===== config.mk =====
export PLATFORM = sky130hd
export DESIGN_NAME = wallace_mult_pipe_flat
export DESIGN_NICKNAME = d
export VERILOG_FILES = /design/src/rtl/wallace_mult_pipe_if.sv /design/src/rtl/wallace_mult_pipe.sv /design/src/flat_wrapper.sv
export SDC_FILE = /design/constraint.sdc
export NUM_CORES = 1
export LEC_CHECK = 0
export BUFFER_PORTS_ARGS = -buffer_cell sky130_fd_sc_hd__buf_2
export CAP_MARGIN = 30
export CORE_UTILIZATION = 30
export CTS_BUF_LIST = sky130_fd_sc_hd__clkbuf_2
export CTS_CLUSTER_SIZE = 16
export DETAILED_ROUTE_END_ITERATION = 6
export SYNTH_ARGS = -nofsm -noshare
export SYNTH_HDL_FRONTEND = slang
export SYNTH_SLANG_ARGS = --single-unit
export TNS_END_PERCENT = 30

===== constraint.sdc =====
create_clock -name clk -period 8.55 [get_ports clk]
set_input_delay 0 -clock clk [delete_from_list [all_inputs] [get_ports clk]]
set_output_delay 0 -clock clk [all_outputs]
set_load 0.03 [all_outputs]

===== src/rtl/wallace_mult_pipe_if.sv =====
// wallace_mult_pipe_if: handshake bundle for the pipelined Wallace-tree multiplier.
//   Operand side : in_valid, in_ready, in_a, in_b, in_signed, in_tag
//   Result side  : out_valid, out_ready, out_product, out_tag
//   master : operand producer / result consumer
//   slave  : the multiplier
interface wallace_mult_pipe_if #(
   parameter int unsigned WIDTH = 8,
   parameter int unsigned TAG_W = 4
);
   logic                 in_valid;
   logic                 in_ready;
   logic [WIDTH-1:0]     in_a;
   logic [WIDTH-1:0]     in_b;
   logic                 in_signed;
   logic [TAG_W-1:0]     in_tag;
   logic                 out_valid;
   logic                 out_ready;
   logic [2*WIDTH-1:0]   out_product;
   logic [TAG_W-1:0]     out_tag;

   modport master (
      output in_valid, in_a, in_b, in_signed, in_tag, out_ready,
      input  in_ready, out_valid, out_product, out_tag
   );

   modport slave (
      input  in_valid, in_a, in_b, in_signed, in_tag, out_ready,
      output in_ready, out_valid, out_product, out_tag
   );
endinterface


===== src/rtl/wallace_mult_pipe.sv =====
// wallace_mult_pipe: three-stage WIDTH x WIDTH multiplier, signed/unsigned per transaction.
//   S1 captures operands, S2 builds partial products and reduces them with a Wallace tree
//   of full/half adders down to a sum row and a carry row, S3 adds the two rows.
// Ports:
//   clk  : rising-edge clock
//   rst  : asynchronous active-high reset
//   bus  : wallace_mult_pipe_if.slave (valid/ready operand input, valid/ready result output)
// The whole pipe freezes while a result is held (out_valid & ~out_ready); bubbles are kept.
module wallace_mult_pipe #(
   parameter int unsigned WIDTH = 8,
   parameter int unsigned TAG_W = 4
) (
   input  logic             clk,
   input  logic             rst,
   wallace_mult_pipe_if.slave bus
);

   localparam int W      = int'(WIDTH);
   localparam int PW     = 2 * W;
   // Tallest initial column is W bits (column W-1, or column W with its constant).
   localparam int MAXH   = W + 2;
   // Enough layers for a 33-bit column; extra layers are skipped once reduction is done.
   localparam int LAYERS = 10;

   logic             stall;
   logic             v1_q, v1_d, v2_q, v2_d, v3_q, v3_d;
   logic [W-1:0]     a_q, a_d, b_q, b_d;
   logic             sgn_q, sgn_d;
   logic [TAG_W-1:0] tag1_q, tag1_d, tag2_q, tag2_d, tag3_q, tag3_d;
   logic [PW-1:0]    sum_q, sum_d, carry_q, carry_d, prod_q, prod_d;

   // Reduction working storage: one bit-vector plus live height per column.
   logic [MAXH-1:0]  col [PW];
   logic [MAXH-1:0]  nxt [PW];
   int               h   [PW];
   int               nh  [PW];
   int               base;
   logic             busy, pp, x, y, z, s, c;
   logic [PW-1:0]    sum_row, carry_row;

   assign stall           = v3_q & ~bus.out_ready;
   assign bus.in_ready    = ~stall;
   assign bus.out_valid   = v3_q;
   assign bus.out_product = prod_q;
   assign bus.out_tag     = tag3_q;

   // Wallace reduction of the S1 operands. The signed-mode constants are placed as
   // sgn_q bits so the tree shape is identical in both modes.
   always_comb begin
      busy = 1'b0;
      base = 0;
      pp   = 1'b0;
      x    = 1'b0;
      y    = 1'b0;
      z    = 1'b0;
      s    = 1'b0;
      c    = 1'b0;
      for (int k = 0; k < PW; k++) begin
         col[k] = '0;
         nxt[k] = '0;
         h[k]   = 0;
         nh[k]  = 0;
      end
      for (int i = 0; i < W; i++) begin
         for (int j = 0; j < W; j++) begin
            pp = a_q[i] & b_q[j];
            // Baugh-Wooley: invert sign-row/column terms, but not the a[W-1]&b[W-1] corner.
            if (sgn_q && ((i == W - 1) != (j == W - 1))) pp = ~pp;
            col[i+j][h[i+j]] = pp;
            h[i+j] = h[i+j] + 1;
         end
      end
      col[W][h[W]] = sgn_q;
      h[W] = h[W] + 1;
      col[PW-1][h[PW-1]] = sgn_q;
      h[PW-1] = h[PW-1] + 1;

      for (int l = 0; l < LAYERS; l++) begin
         busy = 1'b0;
         for (int k = 0; k < PW; k++) begin
            if (h[k] > 2) busy = 1'b1;
            nxt[k] = '0;
            nh[k]  = 0;
         end
         if (busy) begin
            for (int k = 0; k < PW; k++) begin
               for (int g = 0; g < MAXH / 3; g++) begin
                  if (3 * g + 3 <= h[k]) begin
                     x = col[k][3*g];
                     y = col[k][3*g+1];
                     z = col[k][3*g+2];
                     s = x ^ y ^ z;
                     c = (x & y) | (x & z) | (y & z);
                     nxt[k][nh[k]] = s;
                     nh[k] = nh[k] + 1;
                     // Carries out of the top column fall off: product is mod 2^(2W).
                     if (k + 1 < PW) begin
                        nxt[k+1][nh[k+1]] = c;
                        nh[k+1] = nh[k+1] + 1;
                     end
                  end
               end
               base = (h[k] / 3) * 3;
               if (h[k] - base == 2) begin
                  x = col[k][base];
                  y = col[k][base+1];
                  nxt[k][nh[k]] = x ^ y;
                  nh[k] = nh[k] + 1;
                  if (k + 1 < PW) begin
                     nxt[k+1][nh[k+1]] = x & y;
                     nh[k+1] = nh[k+1] + 1;
                  end
               end else if (h[k] - base == 1) begin
                  nxt[k][nh[k]] = col[k][base];
                  nh[k] = nh[k] + 1;
               end
            end
            for (int k = 0; k < PW; k++) begin
               col[k] = nxt[k];
               h[k]   = nh[k];
            end
         end
      end

      for (int k = 0; k < PW; k++) begin
         sum_row[k]   = col[k][0];
         carry_row[k] = col[k][1];
      end
   end

   // Stage advance; data registers only load behind a valid so outputs never change on bubbles.
   always_comb begin
      v1_d    = v1_q;
      v2_d    = v2_q;
      v3_d    = v3_q;
      a_d     = a_q;
      b_d     = b_q;
      sgn_d   = sgn_q;
      tag1_d  = tag1_q;
      tag2_d  = tag2_q;
      tag3_d  = tag3_q;
      sum_d   = sum_q;
      carry_d = carry_q;
      prod_d  = prod_q;
      if (!stall) begin
         v1_d = bus.in_valid;
         if (bus.in_valid) begin
            a_d    = bus.in_a;
            b_d    = bus.in_b;
            sgn_d  = bus.in_signed;
            tag1_d = bus.in_tag;
         end
         v2_d = v1_q;
         if (v1_q) begin
            sum_d   = sum_row;
            carry_d = carry_row;
            tag2_d  = tag1_q;
         end
         v3_d = v2_q;
         if (v2_q) begin
            prod_d = sum_q + carry_q;
            tag3_d = tag2_q;
         end
      end
   end

   always_ff @(posedge clk or posedge rst) begin
      if (rst) begin
         v1_q    <= 1'b0;
         v2_q    <= 1'b0;
         v3_q    <= 1'b0;
         a_q     <= '0;
         b_q     <= '0;
         sgn_q   <= 1'b0;
         tag1_q  <= '0;
         tag2_q  <= '0;
         tag3_q  <= '0;
         sum_q   <= '0;
         carry_q <= '0;
         prod_q  <= '0;
      end else begin
         v1_q    <= v1_d;
         v2_q    <= v2_d;
         v3_q    <= v3_d;
         a_q     <= a_d;
         b_q     <= b_d;
         sgn_q   <= sgn_d;
         tag1_q  <= tag1_d;
         tag2_q  <= tag2_d;
         tag3_q  <= tag3_d;
         sum_q   <= sum_d;
         carry_q <= carry_d;
         prod_q  <= prod_d;
      end
   end

endmodule


===== src/flat_wrapper.sv =====
// flat-port wrapper written by rule: the top's interface ports become plain ports
module wallace_mult_pipe_flat 
#(
   parameter int unsigned WIDTH = 8,
   parameter int unsigned TAG_W = 4
)
  (clk, rst, bus_in_valid, bus_in_a, bus_in_b, bus_in_signed, bus_in_tag, bus_out_ready, bus_in_ready, bus_out_valid, bus_out_product, bus_out_tag);
  wallace_mult_pipe_if #(.WIDTH(WIDTH), .TAG_W(TAG_W)) bus_i ();
  input  logic clk;
  input  logic rst;
  input wire logic [$bits(bus_i.in_valid)-1:0] bus_in_valid;
  input wire logic [$bits(bus_i.in_a)-1:0] bus_in_a;
  input wire logic [$bits(bus_i.in_b)-1:0] bus_in_b;
  input wire logic [$bits(bus_i.in_signed)-1:0] bus_in_signed;
  input wire logic [$bits(bus_i.in_tag)-1:0] bus_in_tag;
  input wire logic [$bits(bus_i.out_ready)-1:0] bus_out_ready;
  output wire logic [$bits(bus_i.in_ready)-1:0] bus_in_ready;
  output wire logic [$bits(bus_i.out_valid)-1:0] bus_out_valid;
  output wire logic [$bits(bus_i.out_product)-1:0] bus_out_product;
  output wire logic [$bits(bus_i.out_tag)-1:0] bus_out_tag;
  assign bus_i.in_valid = bus_in_valid;
  assign bus_i.in_a = bus_in_a;
  assign bus_i.in_b = bus_in_b;
  assign bus_i.in_signed = bus_in_signed;
  assign bus_i.in_tag = bus_in_tag;
  assign bus_i.out_ready = bus_out_ready;
  assign bus_in_ready = bus_i.in_ready;
  assign bus_out_valid = bus_i.out_valid;
  assign bus_out_product = bus_i.out_product;
  assign bus_out_tag = bus_i.out_tag;
  wallace_mult_pipe #(.WIDTH(WIDTH), .TAG_W(TAG_W)) u_core (.clk(clk), .rst(rst), .bus(bus_i));
endmodule

======== After elaboration in Yosys (flattened, before gate mapping) ========
Index checks and enable logic that the tools add are counted.
storage, ports and cells
  register bits after elaboration ......... 75
  latch bits .............................. 0
  bits in writable memories ............... 0
  memory bits (read-only) ................. 0
  input port bits ......................... 25
  output and inout port bits .............. 22
  logic and storage cells ................. 422
  memories ................................ 0
cells by class
  add/subtract/negate cells ............... 1
  $mul .................................... 0
  divide/modulo/power cells ............... 0
  $lt $le $gt $ge ......................... 0
  equality and inequality tests ........... 0
  shifts and indexed selects .............. 0
  muxes and demuxes ....................... 14
  bitwise gates (word level) .............. 392
  reductions and logical operators ........ 3
operators with widths
  cell                 number
  AND 1 bit            201
  XOR 1 bit            101
  bitwise OR 1 bit     74
  adder 16 bit         1
  NOT 1 bit            16
  two-way mux 1 bit    14
  AND reduction 2 bit  3

======== Depth between registers and ports, before layout ========
Gate-level depths: netlist (run 1).
  word-level depth ........................ 15
  depth in mapped cells ................... 10
  mapped depth without buffers ............ 9

======== Worst setup path after synthesis (run 1) ========
Ideal clock, no wire load.
  path kind ............................... reg-to-reg
  from .................................... register u_core.sgn_q
  to ...................................... register u_core.carry_q[10]
  setup time .............................. 125 ps
  data arrival time ....................... 3101 ps
  data required time ...................... 8425 ps
  setup slack ............................. 5324 ps
  stages on the path, launching flop included .. 11
  buffers on the path ..................... 2
  period minus slack after synthesis ...... 3226 ps
  cell sequence ........................... dfrtp_1 > buf_2 > buf_2 > xnor2_1 > fa_1 > inv_1 > fa_1 > inv_1 > fa_1 > fa_1 > mux2_2
between the ends
  cells in the longest elaborated chain, start to end .. 12
  elaborated cells between the ends (all ways) .. 64
  classes of those cells .................. 8 x mux; 56 x bitwise
ends and longest elaborated chain
  element                        RTL line                  text
  from (decl)                    wallace_mult_pipe.sv:28   logic sgn_q, sgn_d;
  from (signal assigned)         wallace_mult_pipe.sv:187  sgn_q <= sgn_d;
  two-way mux 1 bit              wallace_mult_pipe.sv:68   if (sgn_q && ((i == W - 1) != (j == W - 1))) pp = ~pp;
  AND 1 bit                      wallace_mult_pipe.sv:93   c = (x & y) | (x & z) | (y & z);
  bitwise OR 1 bit (2 in a row)  wallace_mult_pipe.sv:93
  AND 1 bit                      wallace_mult_pipe.sv:93
  bitwise OR 1 bit (2 in a row)  wallace_mult_pipe.sv:93
  AND 1 bit                      wallace_mult_pipe.sv:93
  bitwise OR 1 bit (2 in a row)  wallace_mult_pipe.sv:93
  XOR 1 bit                      wallace_mult_pipe.sv:92   s = x ^ y ^ z;
  XOR 1 bit (*)                  wallace_mult_pipe.sv:92
  net u_core.carry_row[10]       wallace_mult_pipe.sv:39   logic [PW-1:0] sum_row, carry_row;
  to (signal assigned)           wallace_mult_pipe.sv:192  carry_q <= carry_d;
  to (decl)                      wallace_mult_pipe.sv:30   logic [PW-1:0] sum_q, sum_d, carry_q, carry_d, prod_q, prod_d;
Mark *: on every way through the listed nets, which the timed path passes. The rest lies on a longest branch.
A chain may end at the register's enable or synchronous reset.

======== Worst setup path in the final report (run 1) ========
  from .................................... register u_core.sgn_q
  to ...................................... register u_core.carry_q[7]
between the ends
  cells in the longest elaborated chain, start to end .. 7
  elaborated cells between the ends (all ways) .. 10
  classes of those cells .................. 2 x mux; 8 x bitwise
ends and longest elaborated chain
  element                  RTL line
  two-way mux 1 bit        wallace_mult_pipe.sv:68
  XOR 1 bit (5 in a row)   wallace_mult_pipe.sv:92
  XOR 1 bit (*)            wallace_mult_pipe.sv:92
  net u_core.carry_row[7]  wallace_mult_pipe.sv:39
Marked as above.

==> results of run 1 <==
[kinds of logic after synthesis]
| kind of cell | count (synthesis) |
|---|---|
| AO/OA/AOI/OAI | 33 |
| multiplexers | 62 |
| buffers and inverters | 55 |
| AND/OR/NAND/NOR | 102 |
| adder cells (fa/ha/maj) | 72 |
| XOR/XNOR | 20 |
| flip-flops | 75 |
[layout by cell type (no fill, tap or decap), types with 2 or more instances in the layout]
cell	netlist	layout
sky130_fd_sc_hd__mux2i_1	2	2
sky130_fd_sc_hd__clkbuf_2	0	9
sky130_fd_sc_hd__buf_2	5	46
sky130_fd_sc_hd__nand2_2	2	2
sky130_fd_sc_hd__o211ai_1	6	6
sky130_fd_sc_hd__fa_1	38	38
sky130_fd_sc_hd__nand2b_1	2	2
sky130_fd_sc_hd__clkinv_2	0	3
sky130_fd_sc_hd__inv_1	33	32
sky130_fd_sc_hd__bufinv_16	0	2
sky130_fd_sc_hd__nand2_1	59	59
sky130_fd_sc_hd__a21o_1	2	2
sky130_fd_sc_hd__and3_1	3	3
sky130_fd_sc_hd__xor2_1	8	8
sky130_fd_sc_hd__xnor2_1	12	12
sky130_fd_sc_hd__o21ai_0	10	10
sky130_fd_sc_hd__dfrtp_1	75	75
sky130_fd_sc_hd__mux2_2	60	60
sky130_fd_sc_hd__dlygate4sd3_1	0	24
sky130_fd_sc_hd__nor3_1	2	2
sky130_fd_sc_hd__nor2_1	5	5
sky130_fd_sc_hd__ha_1	34	34
sky130_fd_sc_hd__and2_1	22	22
sky130_fd_sc_hd__o311ai_1	2	2
sky130_fd_sc_hd__a21oi_1	6	6
[synthesized netlist by cell type]
cell / instances / area, µm²
sky130_fd_sc_hd__o21ai_0: 10 / 50.05
sky130_fd_sc_hd__xnor2_1: 12 / 105.1
sky130_fd_sc_hd__buf_2: 5 / 25.02
sky130_fd_sc_hd__buf_6: 2 / 22.52
sky130_fd_sc_hd__nand2b_4: 1 / 13.76
sky130_fd_sc_hd__a2bb2oi_1: 1 / 8.760
sky130_fd_sc_hd__ha_1: 34 / 425.4
sky130_fd_sc_hd__o31ai_1: 1 / 7.510
sky130_fd_sc_hd__nand2b_1: 2 / 12.51
sky130_fd_sc_hd__nand4_1: 1 / 6.260
sky130_fd_sc_hd__buf_4: 3 / 22.52
sky130_fd_sc_hd__nor2b_1: 1 / 6.260
sky130_fd_sc_hd__and3_1: 3 / 18.77
sky130_fd_sc_hd__nor2_1: 5 / 18.77
sky130_fd_sc_hd__fa_1: 38 / 760.7
sky130_fd_sc_hd__nand2_2: 2 / 12.51
sky130_fd_sc_hd__mux2i_1: 2 / 20.02
sky130_fd_sc_hd__and2_1: 22 / 137.6
sky130_fd_sc_hd__o21ai_1: 1 / 5.000
sky130_fd_sc_hd__inv_1: 33 / 123.9
sky130_fd_sc_hd__nand2_1: 59 / 221.5
sky130_fd_sc_hd__a22oi_1: 1 / 7.510
sky130_fd_sc_hd__a21oi_2: 1 / 8.760
sky130_fd_sc_hd__and2_4: 1 / 8.760
sky130_fd_sc_hd__o311ai_1: 2 / 17.52
sky130_fd_sc_hd__nand3_1: 1 / 5.000
sky130_fd_sc_hd__a211oi_1: 1 / 7.510
sky130_fd_sc_hd__clkbuf_1: 12 / 45.04
sky130_fd_sc_hd__a21oi_1: 6 / 30.03
sky130_fd_sc_hd__dfrtp_1: 75 / 1877
sky130_fd_sc_hd__xor2_1: 8 / 70.07
sky130_fd_sc_hd__o211ai_1: 6 / 45.04
sky130_fd_sc_hd__nor3_1: 2 / 10.01
sky130_fd_sc_hd__and4_1: 1 / 8.760
sky130_fd_sc_hd__a21o_1: 2 / 15.01
sky130_fd_sc_hd__o21a_1: 1 / 7.510
sky130_fd_sc_hd__or2b_1: 1 / 7.510
sky130_fd_sc_hd__mux2_2: 60 / 675.7
[metrics by stage]
| stage | worst slack, ns | total power, mW | instances | hold WS (ns) |
|---|---|---|---|---|
| 2_1_floorplan | 5.324 | 1.659 | 419 | 0.1504 |
| 3_3_place_gp | 5.140 | 1.928 | 660 | 0.2326 |
| 3_5_place_dp | 5.050 | 1.976 | 660 | 0.2348 |
| 4_1_cts | 5.017 | 2.227 | 699 | 0.1503 |
| 5_1_grt | 4.858 | 2.456 | 701 | 0.1494 |
| 6_report | 5.027 | 2.174 | 701 | 0.2099 |
[per-layer routing]
layer / GRT usage / vias to the layer above / part of all wire
li1: - / 1497 / -
met1: 0.1541 / 1557 / 0.48
met2: 0.1926 / 54 / 0.47
met3: 0.02725 / 11 / 0.030
met4: 0.05609 / 0 / 0.016
met5: 0 / - / 0
[worst max path at each step]
stage                                     to  cells after the start
after detailed placement   u_core.carry_q[7]                      8
after global routing       u_core.carry_q[7]                      8
after global placement     u_core.carry_q[7]                      8
final                      u_core.carry_q[7]                      8
after CTS                  u_core.carry_q[7]                      8
after floorplan           u_core.carry_q[10]                     10
[critical path, stage by stage (launching register included)]
cell and delay (ns):
sky130_fd_sc_hd__dfrtp_1 0.88, sky130_fd_sc_hd__xnor2_1 0.21, sky130_fd_sc_hd__fa_1 0.58, sky130_fd_sc_hd__inv_1 0.05, sky130_fd_sc_hd__fa_1 0.47, sky130_fd_sc_hd__inv_1 0.05, sky130_fd_sc_hd__fa_1 0.45, sky130_fd_sc_hd__fa_1 0.47
sky130_fd_sc_hd__mux2_2 0.27
[flip-flops by register name, indices dropped and copies added, names as in the netlist]
name                    cells
u_core.b_q                  8
u_core.sum_q               16
u_core.bus.out_product     16
u_core.v1_q                 1
u_core.v2_q                 1
u_core.tag2_q               4
u_core.carry_q             11
u_core.bus.out_tag          4
u_core.a_q                  8
u_core.tag1_q               4
u_core.bus.out_valid        1
u_core.sgn_q                1
[timing repair]
item                                   4_1_cts  5_1_grt
buffers inserted                             0        0
endpoints found under the hold margin       99        2
hold buffers                                23        1
[final cells by class]
cell class	count	share of cell area
Clock inverter	7	0.01611
Timing Repair Buffer	72	0.08918
Tap cell	216	0.04768
Sequential cell	75	0.3311
Inverter	33	0.02185
Clock buffer	9	0.007947
Multi-Input combinational cell	289	0.4861
[power by group]
part           leakage (nW)  switching, mW  internal [mW]
Combinational          1.70          0.698          0.627
Clock                0.0821          0.127         0.0961
Sequential            0.907          0.123          0.503
Total                  2.69          0.948           1.23
==> results.txt, run 1 <==
----------------------------------------------------
[Worst hold path]
  Startpoint of the tightest hold check path ... bus_in_b[6]
  Cell depth of the worst hold path ... 3
  Hold WC Path Type ... in2reg
  Hold endpoint ... u_core.b_q[6]

[Synth]
  Number of distinct standard cells referenced by the synthesized netlist ... 38
  Syn Nets ... 516
  Number of warnings printed during yosys synthesis ... 0
  Multiplexer share of the synthesized area ... 0.1428
  Cell count after synthesis ... between 400 and 500
  Post-synthesis adder-cell area fraction ... 0.2435
  Per-instance average area after synthesis ... between 10 and 15 µm²
  Xor/xnor share of the synthesized area ... 0.03596
  Synth Area in Compound Gates ... 0.04315
  Number of synthesized register bits ... between 70 and 80
  Main combinational cell family by area after synthesis ... adder cells
  Netlist area before placement ... between 4000 and 5000 µm²
  Synth Area in Simple Gates ... 0.1002
  Fraction of the yosys area taken by sequential cells ... 0.3853

[Clocking]
  Clock Sink Count ... between 70 and 80
  Worst-skew pair later-pin latency ... around 0.53 ns
  Clock slew at reported path FFs ... 0.21 ns
  Clock Root Buffer ... sky130_fd_sc_hd__clkbuf_2
  H-Tree Level Count ... 3
  Deepest clock path buffer count ... 2
  # resized after CTS ... 0
  Clock tree from TritonCTS ... built
  Cts bufs inserted ... 9

[Floorplan]
  Die span in x ... about 130 µm
  Number of cell rows ... 46
  I/O Pins ... 47
  Initial standard-cell utilization of the core ... 0.3066
  Die area ... around 17000 µm²
  Vertical die dimension ... approximately 130 µm
  Standard cell core area ... 15890 µm²

[STA]
  Hold Fails Final Rpt ... 0
  Number of setup violations in the final report ... 0
  Setup repair after global routing missed its margin ... no
  Max-slew violation total from the final report ... 0
  Period utilization ... 0.4120
  Setup TNS ... 0 ns
  Post-route clock skew ... 0.02494 ns
  Final critical path time including I/O delays and setup ... ~3.5 ns
  Fmax achieved ... 283.9 MHz
  Worst slew margin relative to its limit ... 0.3805
  Slew at the pin closest to its max-slew limit ... approximately 0.93 ns

[Layout]
  Final standard cell area without fillers ... 5668 µm²
  Count of filler cells inserted in the layout ... about 1600
  Layout Area Growth over Synthesis ... 16.36%
  Number of nets at the end of the flow ... ~580
  Share of post-route cells with drive strength above 1 ... 0.2680
  Register cell area after layout ... 1877 µm²
  Final Core Density ... 0.3568
  Area taken by multi-input logic gates ... roughly 2800 µm²
  Count of inserted antenna diode cells ... 0

[Global route]
  Total global routing track utilization ... 0.1200
  Initial antenna violation count ... 0
  Overflow after GRT ... 0
  Number of global-route vias before repair ... between 3000 and 4000
  Wire length of the first global-routing pass ... approximately 16 mm
  Largest net degree at the start of global routing ... 76

[Power]
  Standby leakage power ... 2.689 nW
  Maximum vdd drop ... between 0.1 and 0.15 mV
  Areal power density over the cells ... between 300 and 400 nW/µm²

[Route]
  Average wire per cell in the routed design ... approximately 13 µm
  Vias per Instance ... around 4.4
  DRT Pass-1 Iters ... 4
  1st-iter DRT viols ... 91
  Drt drc ... 0
  Number of nets with antenna violations after routing ... 0
  Vias post-DR ... 3119
  DRT Wirelength ... 8.987 mm

[Critical path]
  Source of the worst register-to-register timing path ... u_core.sgn_q
  Max Fanout on Critical Path ... 16
  Launch point of the critical path ... u_core.sgn_q
  CP Launch Type ... flip-flop
  Sort of element at the end of the critical path ... flip-flop
  Worst Path Class, Setup ... reg2reg
  Required time reported for the critical path endpoint ... 8.99 ns
  Arrival time reported for the critical path endpoint ... 3.96 ns
  Cells on worst reg2reg path ... 8
  FF-to-FF setup slack ... 5.03 ns
  Reg2reg end ... u_core.carry_q[7]

[Place]
  Detailed placer's ending HPWL ... 6.680 mm
  Area of placed instances ... roughly 5300 µm²
  Final weighted congestion of routability-driven global placement ... 0.8297
  Number of buffer cells added on primary ports ... 46

[Status]
  Run status ... finished clean

[Run]
  Reported max-cap violation count ... 0

----------------------------------------------------
Power figures use the tool's default switching activity.
==> run 2, diff against run 1 <==
Clock period 8.55 ns to 3.6 ns, I/O delays scaled along.
==> run 2 against run 1 <==
Against the previous run:
- critical path type unchanged
- sequential share of layout area is essentially flat
- highest routed layer unchanged
- clock-buffer cell count increased by 1
- largest cell class unchanged
- largest power group unchanged
- clock skew fell by 0.0034 ns
- critical endpoint unchanged
==> results.txt, run 2 (same netlist as run 1, synthesis figures left out) <==
----------------------------------------------------
[Critical path]
  Max Fanout on Critical Path ... 9 (-7)
  Arrival time reported for the critical path endpoint ... 3.63 ns (-0.33 ns)
  Source of the worst register-to-register timing path ... u_core.sgn_q
  Required time reported for the critical path endpoint ... 4.03 ns (-4.96 ns)
  FF-to-FF setup slack ... 0.40 ns (-4.63 ns)
  CP Launch Type ... flip-flop
  Sort of element at the end of the critical path ... flip-flop
  Reg2reg end ... u_core.carry_q[7]
  Worst Path Class, Setup ... reg2reg
  Cells on worst reg2reg path ... 8 (unchanged)

[Clocking]
  Clock Sink Count ... 75 (unchanged)
  Cts bufs inserted ... 9 (unchanged)
  Worst-skew pair later-pin latency ... 0.53 ns (about the same)
  # resized after CTS ... 0 (unchanged)
  Clock tree from TritonCTS ... built
  Deepest clock path buffer count ... 2 (unchanged)
  Clock Root Buffer ... sky130_fd_sc_hd__clkbuf_2
  H-Tree Level Count ... 3 (unchanged)
  Clock slew at reported path FFs ... 0.22 ns (about the same)

[STA]
  Setup repair after global routing missed its margin ... no
  Max-slew violation total from the final report ... 0 (unchanged)
  Final critical path time including I/O delays and setup ... 3.198 ns (-0.3242 ns)
  Setup TNS ... 0 ns (unchanged)
  Period utilization ... 0.8884 (+0.4765)
  Number of setup violations in the final report ... 0 (unchanged)
  Hold Fails Final Rpt ... 0 (unchanged)
  Fmax achieved ... 312.7 MHz (+10%)
  Worst setup slack after layout ... 0.4016 ns (-4.626 ns)
  Post-route clock skew ... 0.02156 ns (-0.003382 ns)
  Slew at the pin closest to its max-slew limit ... 0.9248 ns (-0.002215 ns)
  Worst slew margin relative to its limit ... 0.3819 (+0.001480)

[Place]
  Place WS ... 0.4189 ns (-4.632 ns)
  Detailed placer's ending HPWL ... 6.949 mm (+4.0%)
  Number of buffer cells added on primary ports ... 46 (unchanged)
  Final weighted congestion of routability-driven global placement ... 0.8434 (+1.7%)

[Worst hold path]
  Hold WC Path Type ... in2reg
  Cell depth of the worst hold path ... 3 (unchanged)
  Startpoint of the tightest hold check path ... bus_in_tag[1]
  Hold endpoint ... u_core.tag1_q[1]

[Floorplan]
  Die area ... 16750 µm² (unchanged)
  Number of cell rows ... 46 (unchanged)
  Vertical die dimension ... 129.4 µm (unchanged)
  Standard cell core area ... 15890 µm² (unchanged)
  Die span in x ... 129.4 µm (unchanged)
  I/O Pins ... 47 (unchanged)
  Initial standard-cell utilization of the core ... 0.3066 (unchanged)

[Power]
  Areal power density over the cells ... 901.0 nW/µm² (+130%)
  Standby leakage power ... 2.681 nW (-0.31%)
  Maximum vdd drop ... 0.2929 mV (+140%)

[Global route]
  Initial antenna violation count ... 0 (unchanged)
  Number of global-route vias before repair ... 3124 (-4.7%)
  Overflow after GRT ... 0 (unchanged)
  Wire length of the first global-routing pass ... 15.48 mm (-1.0%)
  Largest net degree at the start of global routing ... 76 (unchanged)
  Total global routing track utilization ... 0.1193 (-0.0007659)

[Layout]
  Share of post-route cells with drive strength above 1 ... 0.2710 (+0.003006)
  Number of nets at the end of the flow ... 579 (+0.35%)
  Area taken by multi-input logic gates ... 2755 µm² (unchanged)
  Final Core Density ... 0.3566 (about the same)
  Count of filler cells inserted in the layout ... 1656 (+1.2%)
  Layout Area Growth over Synthesis ... 16.31% (about the same)
  Highest-count cells in the layout ignoring fill and taps ... sky130_fd_sc_hd__dfrtp_1 (75), sky130_fd_sc_hd__mux2_2 (60), sky130_fd_sc_hd__nand2_1 (59)
  Register cell area after layout ... 1877 µm² (unchanged)
  Most frequent standard cell in the layout excluding fill and tap cells ... sky130_fd_sc_hd__dfrtp_1

[Route]
  Drt drc ... 0 (unchanged)
  Average wire per cell in the routed design ... 12.84 µm (+0.16%)
  Number of nets with antenna violations after routing ... 0 (unchanged)
  DRT Pass-1 Iters ... 4 (unchanged)
  1st-iter DRT viols ... 161 (+77%)
  DRT Wirelength ... 9.040 mm (+0.59%)
  Vias post-DR ... 3077 (-1.3%)
  Vias per Instance ... 4.371 (-1.8%)

[Run]
  Reported max-cap violation count ... 0 (unchanged)

[Status]
  Run status ... finished clean

----------------------------------------------------
[run 2: repair_timing]
action | in CTS | in global routing
setup buffers | 0 | 0
setup endpoints to repair | 0 | 0
endpoints found under the hold margin | 99 | 1
hold buffers | 23 | 1
[run 2: through the flow]
| step | instance area (µm²) | power [mW] | hold WS [ns] | cells |
|---|---|---|---|---|
| after floorplan | 4871 | 3.939 | 0.1504 | 419 |
| after global placement | 5279 | 4.626 | 0.2326 | 662 |
| after detailed placement | 5279 | 4.708 | 0.2373 | 662 |
| after CTS | 5625 | 5.224 | 0.1535 | 701 |
| after global routing | 5663 | 5.723 | 0.1569 | 703 |
| final | 5665 | 5.104 | 0.2050 | 704 |
[run 2: layout make-up]
cell class,count,area share
clock inverters,6,0.01170
well taps,216,0.04770
multi-input cells,289,0.4863
flip-flops and latches,75,0.3313
clock buffers,10,0.008834
diodes,1,0.0004417
inverters,33,0.02186
repair buffers,74,0.09187
[run 2: worst max path at each step]
stage	from	endpoint	cells after the start
finish	u_core.sgn_q	u_core.carry_q[7]	8
global placement	u_core.sgn_q	u_core.carry_q[10]	8
CTS	u_core.sgn_q	u_core.carry_q[7]	8
floorplan	u_core.sgn_q	u_core.carry_q[10]	10
detailed placement	u_core.sgn_q	u_core.carry_q[10]	8
global route	u_core.sgn_q	u_core.carry_q[7]	8
[run 2: critical path: stages (launching register included)]
cell and delay [ns]:
sky130_fd_sc_hd__dfrtp_1 0.64, sky130_fd_sc_hd__xnor2_1 0.17, sky130_fd_sc_hd__fa_1 0.55, sky130_fd_sc_hd__inv_1 0.05
sky130_fd_sc_hd__fa_1 0.47, sky130_fd_sc_hd__inv_1 0.05, sky130_fd_sc_hd__fa_1 0.50, sky130_fd_sc_hd__fa_1 0.41
sky130_fd_sc_hd__mux2_2 0.26
[run 2: metal layers]
| metal | share of wire | vias up | GRT usage |
|---|---|---|---|
| met2 | 0.46 | 48 | 0.1834 |
| met4 | 0.013 | 0 | 0.03899 |
| li1 | - | 1497 | - |
| met1 | 0.50 | 1524 | 0.1639 |
| met5 | 0 | - | 0 |
| met3 | 0.027 | 8 | 0.03097 |
[run 2: power breakdown]
| group | internal [mW] | switching, mW | leakage (nW) |
|---|---|---|---|
| Combinational | 1.49 | 1.67 | 1.71 |
| Sequential | 1.20 | 0.276 | 0.907 |
| Clock | 0.162 | 0.313 | 0.0641 |
| Total | 2.85 | 2.25 | 2.68 |
